**src/rtl/sha256_pkg.sv**
```systemverilog
// Shared definitions for the SHA-256d block sequencer and compression core.
// Contents: sequencer state enum, message-source select codes, block-phase
// codes for the H1..H8 chaining registers, default round count and decode
// helpers that map a sequencer state to its phase / message source.
package sha256_pkg;

    localparam int unsigned ROUNDS_DEFAULT = 64;

    // W message source select
    localparam logic [1:0] MSG_HDR0   = 2'd0;  // header[511:0]
    localparam logic [1:0] MSG_HDR1   = 2'd1;  // header tail + padding
    localparam logic [1:0] MSG_DIGEST = 2'd2;  // first digest + padding

    // Block-phase code seen by the chaining registers
    localparam logic [1:0] HBLK_INIT = 2'd0;
    localparam logic [1:0] HBLK_1    = 2'd1;
    localparam logic [1:0] HBLK_2    = 2'd2;
    localparam logic [1:0] HBLK_3    = 2'd3;

    typedef enum logic [3:0] {
        StIdle,
        StInit1, StRnd1, StFin1,
        StInit2, StRnd2, StFin2,
        StInit3, StRnd3, StFin3,
        StCheck
    } seq_state_e;

    // Phase code belonging to a state; hblock is registered from the next
    // state so it changes exactly once, on the cycle after each FINk.
    function automatic logic [1:0] hblk_of(seq_state_e s);
        case (s)
            StInit2, StRnd2, StFin2: hblk_of = HBLK_1;
            StInit3, StRnd3, StFin3: hblk_of = HBLK_2;
            StCheck:                 hblk_of = HBLK_3;
            default:                 hblk_of = HBLK_INIT;
        endcase
    endfunction

    // Message source for a state; the digest source is held through CHECK.
    function automatic logic [1:0] msg_of(seq_state_e s);
        case (s)
            StInit2, StRnd2, StFin2:          msg_of = MSG_HDR1;
            StInit3, StRnd3, StFin3, StCheck: msg_of = MSG_DIGEST;
            default:                          msg_of = MSG_HDR0;
        endcase
    endfunction

endpackage

```
**src/rtl/sha256_round_counter.sv**
```systemverilog
// Compression round counter: clears on load, increments on en, flags the
// last round. Load has priority over enable.
// Ports: clk, rst_n (async active-low), load (clear to 0), en (count up),
//        count (current round), tc (count == LAST).
module sha256_round_counter #(
    parameter int unsigned WIDTH = 6,
    parameter int unsigned LAST  = 63
) (
    input  logic             clk,
    input  logic             rst_n,
    input  logic             load,
    input  logic             en,
    output logic [WIDTH-1:0] count,
    output logic             tc
);

    logic [WIDTH-1:0] count_q, count_d;

    always_comb begin
        count_d = count_q;
        if (load) begin
            count_d = '0;
        end else if (en) begin
            count_d = count_q + WIDTH'(1);
        end
    end

    always_ff @(posedge clk or negedge rst_n) begin
        if (!rst_n) begin
            count_q <= '0;
        end else begin
            count_q <= count_d;
        end
    end

    assign count = count_q;
    assign tc    = (count_q == WIDTH'(LAST));

endmodule

```
**src/rtl/sha256d_block_sequencer.sv**
```systemverilog
// Sequences the shared SHA-256 compression datapath through the three blocks
// of a Bitcoin double hash (header chunk 0, header chunk 1 + pad, digest + pad)
// and iterates the nonce over [nonce_start, nonce_end] until target_hit or the
// range is exhausted / stop is seen at an attempt boundary.
// Ports: clk, rst_n (async active-low); start (pulse), stop (level),
//        nonce_start/nonce_end (sampled on accepted start), target_hit (valid
//        in CHECK); busy, done (pulse), found, nonce; hblock (phase code),
//        msg_sel (W source), core_init, round_en, round, h_capture.
module sha256d_block_sequencer
    import sha256_pkg::*;
#(
    parameter int unsigned ROUNDS  = ROUNDS_DEFAULT,
    parameter int unsigned NONCE_W = 32
) (
    input  logic               clk,
    input  logic               rst_n,
    input  logic               start,
    input  logic               stop,
    input  logic [NONCE_W-1:0] nonce_start,
    input  logic [NONCE_W-1:0] nonce_end,
    input  logic               target_hit,
    output logic               busy,
    output logic               done,
    output logic               found,
    output logic [NONCE_W-1:0] nonce,
    output logic [1:0]         hblock,
    output logic [1:0]         msg_sel,
    output logic               core_init,
    output logic               round_en,
    output logic [5:0]         round,
    output logic               h_capture
);

    seq_state_e state_q, state_d;

    logic [NONCE_W-1:0] nonce_q, nonce_d;
    logic [NONCE_W-1:0] nonce_end_q, nonce_end_d;
    logic               found_q, found_d;
    logic               busy_q, busy_d;
    logic               done_q, done_d;
    logic [1:0]         hblock_q, hblock_d;
    logic [1:0]         msg_sel_q, msg_sel_d;

    logic start_ok;
    logic last_nonce;
    logic cnt_load;
    logic cnt_en;
    logic round_tc;

    // done_q is high only in the first IDLE cycle; a start there is dropped.
    assign start_ok   = start && !busy_q && !done_q;
    assign last_nonce = (nonce_q == nonce_end_q);

    // State register
    always_ff @(posedge clk or negedge rst_n) begin
        if (!rst_n) begin
            state_q <= StIdle;
        end else begin
            state_q <= state_d;
        end
    end

    // Next-state logic
    always_comb begin
        state_d = state_q;
        unique case (state_q)
            StIdle:  if (start_ok) state_d = StInit1;
            StInit1: state_d = StRnd1;
            StRnd1:  if (round_tc) state_d = StFin1;
            StFin1:  state_d = StInit2;
            StInit2: state_d = StRnd2;
            StRnd2:  if (round_tc) state_d = StFin2;
            StFin2:  state_d = StInit3;
            StInit3: state_d = StRnd3;
            StRnd3:  if (round_tc) state_d = StFin3;
            StFin3:  state_d = StCheck;
            StCheck: begin
                if (target_hit || last_nonce || stop) begin
                    state_d = StIdle;
                end else begin
                    state_d = StInit1;
                end
            end
            default: state_d = StIdle;
        endcase
    end

    // Per-state strobes to the compression core
    always_comb begin
        core_init = 1'b0;
        round_en  = 1'b0;
        h_capture = 1'b0;
        unique case (state_q)
            StInit1, StInit2, StInit3: core_init = 1'b1;
            StRnd1, StRnd2, StRnd3:    round_en  = 1'b1;
            StFin1, StFin2, StFin3:    h_capture = 1'b1;
            default: ;
        endcase
    end

    // Round counter is cleared on entry to INITk (and while idle) so it reads
    // 0 in INITk and the first RNDk cycle; it holds ROUNDS-1 through FINk.
    assign cnt_load = (state_d == StIdle) || (state_d == StInit1) ||
                      (state_d == StInit2) || (state_d == StInit3);
    assign cnt_en   = round_en && !round_tc;

    sha256_round_counter #(
        .WIDTH (6),
        .LAST  (ROUNDS - 1)
    ) u_round_counter (
        .clk   (clk),
        .rst_n (rst_n),
        .load  (cnt_load),
        .en    (cnt_en),
        .count (round),
        .tc    (round_tc)
    );

    // Search bookkeeping
    always_comb begin
        nonce_d     = nonce_q;
        nonce_end_d = nonce_end_q;
        found_d     = found_q;
        busy_d      = busy_q;
        done_d      = 1'b0;
        hblock_d    = hblk_of(state_d);
        msg_sel_d   = msg_of(state_d);

        if (state_q == StIdle && start_ok) begin
            nonce_d     = nonce_start;
            nonce_end_d = nonce_end;
            found_d     = 1'b0;
            busy_d      = 1'b1;
        end

        if (state_q == StCheck) begin
            if (state_d == StIdle) begin
                done_d  = 1'b1;
                busy_d  = 1'b0;
                found_d = target_hit;
            end else begin
                nonce_d = nonce_q + NONCE_W'(1);
            end
        end
    end

    always_ff @(posedge clk or negedge rst_n) begin
        if (!rst_n) begin
            nonce_q     <= '0;
            nonce_end_q <= '0;
            found_q     <= 1'b0;
            busy_q      <= 1'b0;
            done_q      <= 1'b0;
            hblock_q    <= HBLK_INIT;
            msg_sel_q   <= MSG_HDR0;
        end else begin
            nonce_q     <= nonce_d;
            nonce_end_q <= nonce_end_d;
            found_q     <= found_d;
            busy_q      <= busy_d;
            done_q      <= done_d;
            hblock_q    <= hblock_d;
            msg_sel_q   <= msg_sel_d;
        end
    end

    assign nonce   = nonce_q;
    assign found   = found_q;
    assign busy    = busy_q;
    assign done    = done_q;
    assign hblock  = hblock_q;
    assign msg_sel = msg_sel_q;

endmodule

```
**config.mk**
```make
export PLATFORM = sky130hd
export DESIGN_NAME = sha256d_block_sequencer
export DESIGN_NICKNAME = d
export VERILOG_FILES = /design/src/rtl/sha256_pkg.sv /design/src/rtl/sha256_round_counter.sv /design/src/rtl/sha256d_block_sequencer.sv
export SDC_FILE = /design/constraint.sdc
export NUM_CORES = 1
export LEC_CHECK = 0
export CORE_MARGIN = 3
export CORE_UTILIZATION = 30
export DETAILED_ROUTE_END_ITERATION = 10
export GPL_ROUTABILITY_DRIVEN = 1
export GPL_TIMING_DRIVEN = 0
export SYNTH_ARGS = -nofsm -noshare
export SYNTH_HDL_FRONTEND = slang
export SYNTH_SLANG_ARGS = --single-unit
export TNS_END_PERCENT = 100
```
**constraint.sdc**
```tcl
create_clock -name clk -period 3.3 [get_ports clk]
set_input_delay 0.825 -clock clk [delete_from_list [all_inputs] [get_ports clk]]
set_output_delay 0.825 -clock clk [all_outputs]
set_load 0.02 [all_outputs]
```
==> flow_metrics.tcl <==
set metrics [dict create \
    wl_per_cell_um 17.79 \
    synth_nets 599 \
    drive_gt1_frac 0.08346 \
    worst_pin_slew_ps 734.9 \
    syn_to_final_growth_pct 37.92 \
    p_sw_mw 0.4568 \
    dp_slack_ps 164.6 \
    rows 45 \
    finalClockSkew_ps 13.36 \
    synth_area_mm2 0.004682 \
    die_height_um 130.9 \
    antennaDiodeCount 0 \
    clkTransAtPathRegs_ps 70 \
    cp.required_ps 2470 \
    end_kind "output port" \
    start_kind "register" \
    drt_wl_total_um 15480 \
    maxSlewHeadroom 0.5064 \
    hold_buffers 0 \
    slew_viol_final 0 \
    cts_setup_buffers 0 \
    synth_edf_count 0 \
    cts_tree "yes" \
    path_cells "clkbuf_1, xor2_1, nor2_1, a211oi_1, clkdlybuf4s50_1" \
    ys_async_sr_fraction 1.000 \
    instances_no_fill 870 \
    cts_buffer_depth 2 \
    drc_errors 0 \
    fin_ws_ps 206.4 \
    h-tree-depth 3 \
    root_buffer "clkbuf_16" \
    clock_latency_ps 350 \
    max_cap_viol_count 0 \
    min_path_type "primary input to asynchronous set/reset pin" \
    core_area_mm2 0.01526 \
    max_freq_mhz 323.2 \
    postRouteAntennaNets 0 \
    track_usage 0.1835 \
    synth-seq-cells 81 \
    comb_power_share 0.051 \
    fin_crit_sh 0.9375 \
    cp_num_buf_inv 2 \
    ys_seq_area_frac 0.4329 \
    synth.distinct_cells 57 \
    peakVddDrop_v 0.0002486 \
    grt_antenna_before_repair 0 \
    crit_arrival_ps 2270 \
    cp_max_fo 10 \
    nets 726 \
    setup_viol 0 \
    cts_resized 0 \
    synth-main-ff-cell "dfrtp_1" \
    p_clk_frac 0.503 \
    grt_start_max_net_pins 56 \
    place_inst 856 \
    power.internal_mw 1.768 \
    grt_overflow 0 \
    power_density_mw_per_mm2 344.6 \
    worst-setup-path-type "register to output port" \
    syn_inst 528 \
    dr.pass1.iters 6 \
    io_buffers 116 \
    num_io_pins 117 \
    numCtsBuffers 9 \
    first_global_vias 4312 \
    crit_family "buffers and inverters" \
    drtIter0Drc 253 \
    die-area_mm2 0.01714 \
    yosysWarnings 0 \
    max_stage_delay_ps 640 \
    grt_setup_unrepaired "false" \
    vias 4399 \
    grt_pass1_wl_um 23780 \
    power_leakage_nw 3.030 \
    place.gp.congestion 0.9018 \
    start_util 0.3068 \
    critical-path-slowest-cell "clkdlybuf4s50_1" \
    fin_crit_ps 3094 \
    switching_share 0.2053 \
    vias_per_cell 5.056 \
    die_w_um 130.9 \
    hpwl_um 11630 \
    final_hold_viol_count 0 \
    cts_num_sinks 81 \
    avgSynthCellArea_um2 8.867 \
    status "finished, final reports clean" \
    pwr-share-seq 0.446 \
]
metal layers:
layer / track usage / wire length [µm] / up-vias
met3: 0.03659 / 1145 / 23
met4: 0.06655 / 330 / 0
met2: 0.2750 / 6900 / 175
met1: 0.2628 / 7104 / 2094
met5: 0 / 0 / -
li1: - / - / 2107
synthesized netlist by cell type, types with 8 or more instances:
cell        n  area [µm²]
nand2_1   125       469.2
dfrtp_1    81        2027
nor2_1     43       161.4
xor2_1     36       315.3
a21oi_1    24       120.1
clkbuf_1   16       60.06
nor3_1     15       75.07
inv_1      14       52.55
nand3_1    14       70.07
nand4_1    12       75.07
and3_1     10       62.56
mux2i_1    10       100.1
o22ai_1     9       56.30
a211oi_1    8       60.06
buf_2       8       40.04
stage by stage:
stage          utilization  power [mW]  instance area, µm²  TNS (ps)  hold WS [ps]
2_1_floorplan            -       1.013                4682         0         465.5
3_3_place_gp        0.4002       1.122                6107   -132310         479.8
3_5_place_dp        0.4019       1.125                6132         0         482.4
4_1_cts             0.4235       2.255                6461         0         402.7
5_1_grt             0.4232       2.295                6457         0         419.2
6_report            0.4232       2.225                6457         0         396.3
state kept, by name, indices dropped and copies added, names as in the netlist:
name,flops
nonce_end_q,32
u_round_counter.count,6
state_q,4
busy,1
found,1
hblock,2
msg_sel,2
done,1
nonce,32
final timing paths:
kind	startpoint	cells after the start	endpoint	slack, ps
worst max-delay path	state_q[0]	5	core_init	210
max in group asynchronous	rst_n	2	nonce_end_q[30]	2280
worst min-delay path	rst_n	1	msg_sel[1]	400
min in group clk	nonce_end_q[20]	2	nonce_end_q[20]	490
worst max register to register	nonce[12]	7	nonce[0]	750
worst min register to register	nonce_end_q[20]	2	nonce_end_q[20]	490
cell families after synthesis:
group                      Yosys count  share of synthesized area
AOI/OAI and AO/OA                   92                     0.1419
buffers and inverters               47                    0.04944
xor gates and xnor gates            38                    0.07269
adders and majority gates            2                   0.005344
and+or+nand+nor                    256                     0.2699
muxes                               12                    0.02779
DFF                                 81                     0.4329
power by group through the flow:
stage	Combinational, mW	Clock, mW	Sequential, mW
after floorplan	0.00101	0	1.01
after global placement	0.110	0	1.01
after detailed placement	0.114	0	1.01
after CTS	0.114	1.15	0.993
after global routing	0.121	1.18	0.992
final	0.112	1.12	0.993
cells in the final DEF, fill, tap and decap left out, types with 4 or more instances in the layout:
master           synthesis  final
a211oi_1                 8      8
a21o_1                   4      4
a21oi_1                 24     24
and3_1                  10     10
buf_2                    8      8
buf_6                    6      6
clkbuf_1                16     15
clkbuf_16                0      9
clkdlybuf4s50_1          0    115
dfrtp_1                 81     81
inv_1                   14     14
mux2i_1                 10     10
nand2_1                125    125
nand2b_1                 4      4
nand3_1                 14     14
nand4_1                 12     12
nor2_1                  43     43
nor3_1                  15     15
nor4_1                   7      7
nor4_4                   4      4
o211ai_1                 4      4
o21ai_0                  7      7
o22ai_1                  9      9
o32ai_1                  7      7
xor2_1                  36     36
layout make-up:
cell class	instances	area, µm²
plain buffers	32	175.2
clock buffers	11	252.7
clock inverters	4	76.32
fillers	1537	8801
inverters	14	52.55
multi-input cells	400	2424
flip-flops and latches	81	2027
well taps	211	264.0
repair buffers	117	1186
No activity file was read; power rests on OpenSTA's default activity.
